File: config.mk
export PLATFORM = sky130hd
export DESIGN_NAME = tuart_rx
export DESIGN_NICKNAME = d
export VERILOG_FILES = /design/src/rtl/tuart_rx.sv
export SDC_FILE = /design/constraint.sdc
export NUM_CORES = 1
export LEC_CHECK = 0
export CAP_MARGIN = 20
export CORE_UTILIZATION = 55
export DETAILED_ROUTE_END_ITERATION = 8
export MAX_ROUTING_LAYER = met4
export PLACE_DENSITY = 0.78
export SYNTH_ARGS = -nofsm -noshare
export SYNTH_HDL_FRONTEND = slang
export SYNTH_SLANG_ARGS = --single-unit
export TNS_END_PERCENT = 50
File: constraint.sdc
create_clock -name clk_i -period 5.5 [get_ports clk_i]
set_input_delay 1.1 -clock clk_i [delete_from_list [all_inputs] [get_ports clk_i]]
set_output_delay 1.1 -clock clk_i [all_outputs]
set_load 0.005 [all_outputs]
File: src/rtl/tuart_rx.sv
// 8N1 UART receiver that assembles opcode/argument commands and decodes
// XON/XOFF opcodes into strobes for the companion transmitter.
module tuart_rx #(
   parameter int WORD_BITS      = 8,
   parameter int CMD_WORDS      = 4,
   parameter int CLK_PER_SAMPLE = 5
) (
   input  logic                           clk_i,
   input  logic                           rst_in,
   input  logic                           rx_i,
   output logic [WORD_BITS-1:0]           opcode_o,
   output logic [WORD_BITS*CMD_WORDS-1:0] cmd_o,
   output logic                           stb_o,
   output logic                           xstb_o,
   output logic                           xon_o,
   output logic                           xoff_o,
   output logic                           err_o
);

   // stb_o, xstb_o and err_o are one-cycle strobes with no back-pressure; the
   // core must take opcode_o/cmd_o (or xon_o/xoff_o) on the strobe cycle, and
   // those values then hold until the next command updates them.
   localparam int TMR_W  = $clog2(CLK_PER_SAMPLE + 1);
   localparam int BIT_W  = $clog2(WORD_BITS + 1);
   localparam int WCNT_W = $clog2(CMD_WORDS + 1);

   localparam logic [2:0] S_IDLE  = 3'd0;
   localparam logic [2:0] S_START = 3'd1;
   localparam logic [2:0] S_DATA  = 3'd2;
   localparam logic [2:0] S_STOP  = 3'd3;
   localparam logic [2:0] S_BREAK = 3'd4;

   localparam logic [TMR_W-1:0]     TMR_FULL = TMR_W'(CLK_PER_SAMPLE);
   localparam logic [TMR_W-1:0]     TMR_HALF = TMR_W'(CLK_PER_SAMPLE / 2);
   localparam logic [TMR_W-1:0]     TMR_ONE  = TMR_W'(1);
   localparam logic [BIT_W-1:0]     BIT_LAST = BIT_W'(WORD_BITS - 1);
   localparam logic [WCNT_W-1:0]    WCNT_END = WCNT_W'(CMD_WORDS);
   localparam logic [WORD_BITS-1:0] XON_CODE  = WORD_BITS'(8'h11);
   localparam logic [WORD_BITS-1:0] XOFF_CODE = WORD_BITS'(8'h13);

   logic                           rx_meta_q, rx_sync_q;
   logic [2:0]                     state_q, state_d;
   logic [TMR_W-1:0]               tmr_q, tmr_d;
   logic [BIT_W-1:0]               bit_cnt_q, bit_cnt_d;
   logic [WORD_BITS-1:0]           sh_q, sh_d;
   logic [WCNT_W-1:0]              wcnt_q, wcnt_d;
   logic [WORD_BITS-1:0]           opcode_q, opcode_d;
   logic [WORD_BITS*CMD_WORDS-1:0] cmd_q, cmd_d;
   logic                           stb_q, stb_d, xstb_q, xstb_d, err_q, err_d;
   logic                           xon_q, xon_d, xoff_q, xoff_d;
   logic                           word_ok;

   always_comb begin
      state_d   = state_q;
      tmr_d     = tmr_q;
      bit_cnt_d = bit_cnt_q;
      sh_d      = sh_q;
      wcnt_d    = wcnt_q;
      opcode_d  = opcode_q;
      cmd_d     = cmd_q;
      xon_d     = xon_q;
      xoff_d    = xoff_q;
      stb_d     = 1'b0;
      xstb_d    = 1'b0;
      err_d     = 1'b0;
      word_ok   = 1'b0;

      case (state_q)
         S_IDLE: begin
            if (!rx_sync_q) begin
               state_d = S_START;
               tmr_d   = TMR_HALF;
            end
         end
         S_START: begin
            if (tmr_q == TMR_ONE) begin
               if (!rx_sync_q) begin
                  state_d   = S_DATA;
                  tmr_d     = TMR_FULL;
                  bit_cnt_d = '0;
               end else begin
                  state_d = S_IDLE;
               end
            end else begin
               tmr_d = tmr_q - 1'b1;
            end
         end
         S_DATA: begin
            if (tmr_q == TMR_ONE) begin
               sh_d  = {rx_sync_q, sh_q[WORD_BITS-1:1]};
               tmr_d = TMR_FULL;
               if (bit_cnt_q == BIT_LAST) begin
                  state_d = S_STOP;
               end else begin
                  bit_cnt_d = bit_cnt_q + 1'b1;
               end
            end else begin
               tmr_d = tmr_q - 1'b1;
            end
         end
         S_STOP: begin
            if (tmr_q == TMR_ONE) begin
               if (rx_sync_q) begin
                  state_d = S_IDLE;
                  word_ok = 1'b1;
               end else begin
                  state_d = S_BREAK;
                  err_d   = 1'b1;
                  wcnt_d  = '0;
               end
            end else begin
               tmr_d = tmr_q - 1'b1;
            end
         end
         S_BREAK: begin
            if (rx_sync_q) begin
               state_d = S_IDLE;
            end
         end
         default: state_d = S_IDLE;
      endcase

      // Flow-control codes are only decoded in opcode position.
      if (word_ok) begin
         if (wcnt_q == '0) begin
            if (sh_q == XON_CODE || sh_q == XOFF_CODE) begin
               xstb_d = 1'b1;
               xon_d  = (sh_q == XON_CODE);
               xoff_d = (sh_q == XOFF_CODE);
            end else if (!sh_q[WORD_BITS-1]) begin
               opcode_d = sh_q;
               cmd_d    = '0;
               stb_d    = 1'b1;
            end else begin
               opcode_d = sh_q;
               wcnt_d   = WCNT_W'(1);
            end
         end else begin
            for (int k = 0; k < CMD_WORDS; k++) begin
               if (wcnt_q == WCNT_W'(k + 1)) begin
                  cmd_d[k*WORD_BITS +: WORD_BITS] = sh_q;
               end
            end
            if (wcnt_q == WCNT_END) begin
               stb_d  = 1'b1;
               wcnt_d = '0;
            end else begin
               wcnt_d = wcnt_q + 1'b1;
            end
         end
      end
   end

   always_ff @(posedge clk_i or negedge rst_in) begin
      if (!rst_in) begin
         rx_meta_q <= 1'b1;
         rx_sync_q <= 1'b1;
         state_q   <= S_IDLE;
         tmr_q     <= '0;
         bit_cnt_q <= '0;
         sh_q      <= '0;
         wcnt_q    <= '0;
         opcode_q  <= '0;
         cmd_q     <= '0;
         xon_q     <= 1'b0;
         xoff_q    <= 1'b0;
         stb_q     <= 1'b0;
         xstb_q    <= 1'b0;
         err_q     <= 1'b0;
      end else begin
         rx_meta_q <= rx_i;
         rx_sync_q <= rx_meta_q;
         state_q   <= state_d;
         tmr_q     <= tmr_d;
         bit_cnt_q <= bit_cnt_d;
         sh_q      <= sh_d;
         wcnt_q    <= wcnt_d;
         opcode_q  <= opcode_d;
         cmd_q     <= cmd_d;
         xon_q     <= xon_d;
         xoff_q    <= xoff_d;
         stb_q     <= stb_d;
         xstb_q    <= xstb_d;
         err_q     <= err_d;
      end
   end

   assign opcode_o = opcode_q;
   assign cmd_o    = cmd_q;
   assign stb_o    = stb_q;
   assign xstb_o   = xstb_q;
   assign xon_o    = xon_q;
   assign xoff_o   = xoff_q;
   assign err_o    = err_q;

endmodule
Word level (Yosys, flattened, before mapping)
Index checks and enable logic that the tools add are counted.
{ "word_totals": {"reg_bits": 68, "inputBits": 3, "out_inout_bits": 45, "wordCells": 113} }
{ "op_classes": {"add_sub_neg": 3, "n_eq_ne": 24, "mux": 49, "bitwise": 1, "reduce_logical": 19} }
{ "op_table": {"columns": ["cell", "n"], "rows": [
  ["2-to-1 mux 32 bit", 3],
  ["2-to-1 mux 3 bit", 20],
  ["2-to-1 mux 8 bit", 4],
  ["!= test 2 bit, second input constant", 11],
  ["AND reduction 4 bit", 5],
  ["equality test 8 x 5 -> 1 bit, second input constant", 2],
  ["2-to-1 mux 4 bit", 4],
  ["one-hot mux 3 bit (5 select lines)", 1],
  ["2-to-1 mux 1 bit", 14],
  ["equality test 3 x 2 -> 1 bit, second input constant", 4],
  ["one-hot mux 3 bit (4 select lines)", 1],
  ["nonzero test 2 bit", 5],
  ["equality test 3 x 1 -> 1 bit, second input constant", 3],
  ["one-hot mux 4 bit (2 select lines)", 1],
  ["equality test 3 bit, second input constant", 2],
  ["logical NOT 3 bit", 2],
  ["AND reduction 3 bit", 2],
  ["AND reduction 6 bit", 1],
  ["AND reduction 5 bit", 1],
  ["adder 4 x 1 -> 4 bit, second input constant", 1],
  ["equality test 4 x 3 -> 1 bit, second input constant", 1],
  ["nonzero test 4 bit", 1],
  ["adder 3 x 1 -> 3 bit, second input constant", 1],
  ["!= test 3 bit, second input constant", 1],
  ["5 further kinds", 5]
]} }

Depth between registers and ports, before layout
{ "logic_depth": {"ltp_word": 7, "depth_mapped": 7, "ltp_nobuf": 6} }

Least setup slack after synthesis
Ideal clock, no wire load.
{ "synth_timing": {"path_kind": "register to register", "from": "reg wcnt_q[0]", "to": "reg cmd_q[0] (netlist: cmd_o[0])", "setup_time_ns": 0.121, "arrival_ns": 1.777, "required_ns": 5.379, "slack_ns": 3.602, "stages_incl_launch_ff": 8, "path_buffers": 1, "synth_period_minus_slack_ns": 1.898, "path_cell_list": "dfrtp_1 > inv_1 > ha_1 > clkbuf_1 > inv_1 > a211oi_1 > o21ai_1 > a22o_1"} }
{ "synth_between": {"elab_chain_cells": 3, "word_cells_on_any_way": 7, "cone_classes": "3 x eq/ne; 1 x mux; 3 x reduce/logical"} }
{ "synth_lines": {"columns": ["item", "line_no", "rtl"], "rows": [
  ["start, declared", "46", "logic [WCNT_W-1:0] wcnt_q, wcnt_d;"],
  ["start signal, assigned", "177", "wcnt_q <= wcnt_d;"],
  ["logical NOT 3 bit / equality test 3 x 1 -> 1 bit (equally long branches)", "125, 140", null],
  ["!= test 2 bit (no line) / nonzero test 2 bit (equally long branches)", null, null],
  ["AND reduction 4 bit (no line)", null, null],
  ["end signal, assigned", "179", "cmd_q <= cmd_d;"],
  ["end, declared", "48", "logic [WORD_BITS*CMD_WORDS-1:0] cmd_q, cmd_d;"]
]} }
Parallel ways exist; a longest one is shown, timed or not.
A chain may end at the register's enable or synchronous reset.

Worst setup path in the final report
{ "layout_timing": {"from": "reg wcnt_q[0]", "to": "reg cmd_q[21] (netlist: cmd_o[21])"} }
{ "layout_between": {"elab_chain_cells": 3, "word_cells_on_any_way": 7, "cone_classes": "3 x eq/ne; 1 x mux; 3 x reduce/logical"} }
{ "layout_lines": {"columns": ["item", "line_no"], "rows": [
  ["equality test 3 x 2 -> 1 bit / logical NOT 3 bit (equally long branches)", "140, 125"],
  ["nonzero test 2 bit (no line) / != test 2 bit (equally long branches)", null],
  ["AND reduction 4 bit (no line)", null]
]} }
Parallel ways exist; a longest one is shown, timed or not.

==> impl_metrics.ini <==
[synthesis]
synth_ff_type = dfrtp_1
synth_cells = 257
avgSynthCellArea_sq_um = 11.8
synth-warning-count = 0
syn-cell-area_sq_um = 3040
ys_ff_latch = 68
ys_seq_area_share_pct = 56.0
ys_async_sr_fraction_pct = 100
synth-edff-count = 0
synth_cell_type_count = 55
syn-num-nets = 267

[pwr]
p_int_mw = 0.942
switching_share_pct = 32.6
pwr-share-comb_pct = 22.3
p_per_area_nw_per_um2 = 371
p_leak_nw = 1.74
p_seq_share_pct = 45.0
switching_power_mw = 0.456
clkPwrFrac_pct = 32.7
vdd_drop_max_mv = 0.233

[floorplan]
initial_core_util_pct = 58.4
core-area_sq_um = 5200
std_cell_rows = 26
ioPinCount = 48
die-height_um = 76.4
fp.dieW_um = 76.4
design.die.area_sq_um = 5830

[clock_tree]
cts_tree = done
cts_num_sinks = 68
ctsResizeCount = 0
h-tree-depth = 3
cts-root-buf = clkbuf_8
clock_latency_ns = 0.35
cts_hold_buffers = 0
clockBufferDepth = 2
cts_made_buffers = 9
clk_pin_slew_worst_paths_ns = 0.08
post-cts-setup-buffers = 0

[sta]
grt_setup_unrepaired = false
finalWorstSetupSlack_ns = 3.00
slew_viol_final = 0
setup-tns-final_ns = 0
setup-violations-final = 0
clock_skew_ns = 0.0135
worst_pin_slew_ns = 0.827
period_share_pct = 45.5
hold_ws_ns = 0.346
fin_crit_ns = 2.50
fmax_mhz = 400
slew_headroom_pct = 44.9
hold_viol_final = 0

[setup_path]
cpMaxStageDelayCell = o21ai_1
cp_cell_sequence = inv_1 -> ha_1 -> nand2b_1 -> and2_1 -> o21ai_1 -> a22o_1
worst_path_largest_cell_delay_ns = 0.55
worstSetupPathType = flip-flop to flip-flop
critPathTopFamily = compound AO/OA/AOI/OAI gates
crit_buf_inv = 1
critPathLaunchType = flip-flop
worst_setup_path_end_kind = flip-flop
path_max_fanout = 12
critPathRequiredTime_ns = 5.78
arrival_ns = 2.79

[flow_run]
drv_cap = 0

[final_layout]
area_growth_pct = 23.9
drive_gt1_share_pct = 13.6
num_antenna_cells = 0
layoutNonFillerInstCount = 379
final_nets = 314

[place]
dpl.hpwl_um = 4400
io_buffers = 47
pre_cts_ws_ns = 3.05
dp.cells = 363
place_congestion = 0.959

[routing]
wl_per_cell_um = 17.4
via_count = 2236
drtIter0Drc = 116
routed_wl_um = 6580
vias_per_cell = 5.90
drc = 0
first_pass_iters = 5
postRouteAntennaNets = 0

[global_routing]
grt-ovfl-total = 0
grt_usage_pct = 25.6
grt_first_pass_wirelength_um = 10900
grt_pass1_vias = 2149
antenna_found_initial = 0
grt_max_degree = 69

[outcome]
status = finished, final reports clean

[hold_path]
hold_class = flip-flop to flip-flop
layout by cell type, fill, tap and decap left out, drive strengths merged, types with 2 or more instances in the layout:
cell / n
a211oi: 3
a21o: 8
a21oi: 7
a22o: 23
a2bb2oi: 3
a31oi: 5
and2: 4
buf: 2
bufinv: 2
clkbuf: 9
clkdlybuf4s50: 46
clkinv: 3
dfrtp: 66
dfstp: 2
ha: 7
inv: 13
mux2: 15
nand2: 20
nand2b: 4
nand3: 5
nor2: 14
nor2b: 5
nor3: 3
nor4: 2
o211ai: 2
o21a: 2
o21ai: 8
o41ai: 3
or3: 2
synthesized netlist by cell type, types with 6 or more instances:
cell	number	share of area, %
mux2_4	7	3.5
inv_1	12	1.5
a21oi_1	7	1.2
nor2_1	14	1.7
mux2_2	7	2.6
nand2_1	19	2.3
dfrtp_1	66	54
ha_1	7	2.9
o21ai_0	6	0.99
a22o_1	23	6.6
clkbuf_1	8	0.99
a21o_1	8	2.0
path summary, 6_finish.rpt:
kind                       startpoint  slack [ns]  depth (start not counted)          end
hold / removal              rx_meta_q        0.35                          0    rx_sync_q
setup / recovery            wcnt_q[0]        3.00                          6    cmd_o[21]
max in group asynchronous      rst_in        4.02                          2     cmd_o[8]
hold reg to reg             rx_meta_q        0.35                          0    rx_sync_q
min in group asynchronous      rst_in        0.93                          2  opcode_o[6]
setup reg to reg            wcnt_q[0]        3.00                          6    cmd_o[21]
final cells by class:
class	instances	area, sq um
clock buffer	9	124
clock inverter	7	98.8
fill	375	1440
inverter	12	45.0
multi-input combinational	165	1240
sequential	68	1700
tap	70	87.6
timing repair buffer	48	473
routing by layer:
| metal | vias to the layer above | track usage, % | wire length, um |
|---|---|---|---|
| li1 | 1038 | - | - |
| met1 | 1100 | 35.1 | 2960 |
| met2 | 87 | 37.0 | 3170 |
| met3 | 11 | 4.19 | 341 |
| met4 | 0 | 12.9 | 106 |
| met5 | - | - | 0 |
cells by family (layout without fill, tap and decap cells):
logic type / Yosys count / after routing / share of synthesized area (%)
and+or+nand+nor: 68 / 68 / 12.3
DFF: 68 / 68 / 56.0
AOI/OAI and AO/OA: 74 / 74 / 18.8
muxes: 16 / 16 / 6.75
buffers and inverters: 24 / 76 / 3.29
adders and majority gates: 7 / 7 / 2.88
sequential cells by signal (all words and copies together) (netlist names):
| signal | flops |
|---|---|
| opcode_o | 8 |
| bit_cnt_q | 4 |
| sh_q | 8 |
| rx_meta_q | 1 |
| stb_o | 1 |
| xon_o | 1 |
| xstb_o | 1 |
| state_q | 3 |
| cmd_o | 32 |
| err_o | 1 |
| rx_sync_q | 1 |
| tmr_q | 3 |
| wcnt_q | 3 |
| xoff_o | 1 |
through the flow:
step | utilization [%] | instance area [sq um] | total power [mW]
6_report | 72.4 | 3770 | 1.40
5_1_grt | 72.4 | 3770 | 1.46
4_1_cts | 72.4 | 3770 | 1.40
3_5_place_dp | 68.1 | 3550 | 0.947
3_3_place_gp | 68.1 | 3550 | 0.937
2_1_floorplan | - | 3040 | 0.849
power by group through the flow:
stage               Combinational (mW)  Sequential (mW)  Clock [mW]
global route                     0.347            0.639       0.479
floorplan                        0.253            0.596           0
finish                           0.313            0.629       0.457
global placement                 0.300            0.637           0
CTS                              0.310            0.630       0.460
detailed placement               0.309            0.638           0
No activity file was read; power rests on OpenSTA's default activity.
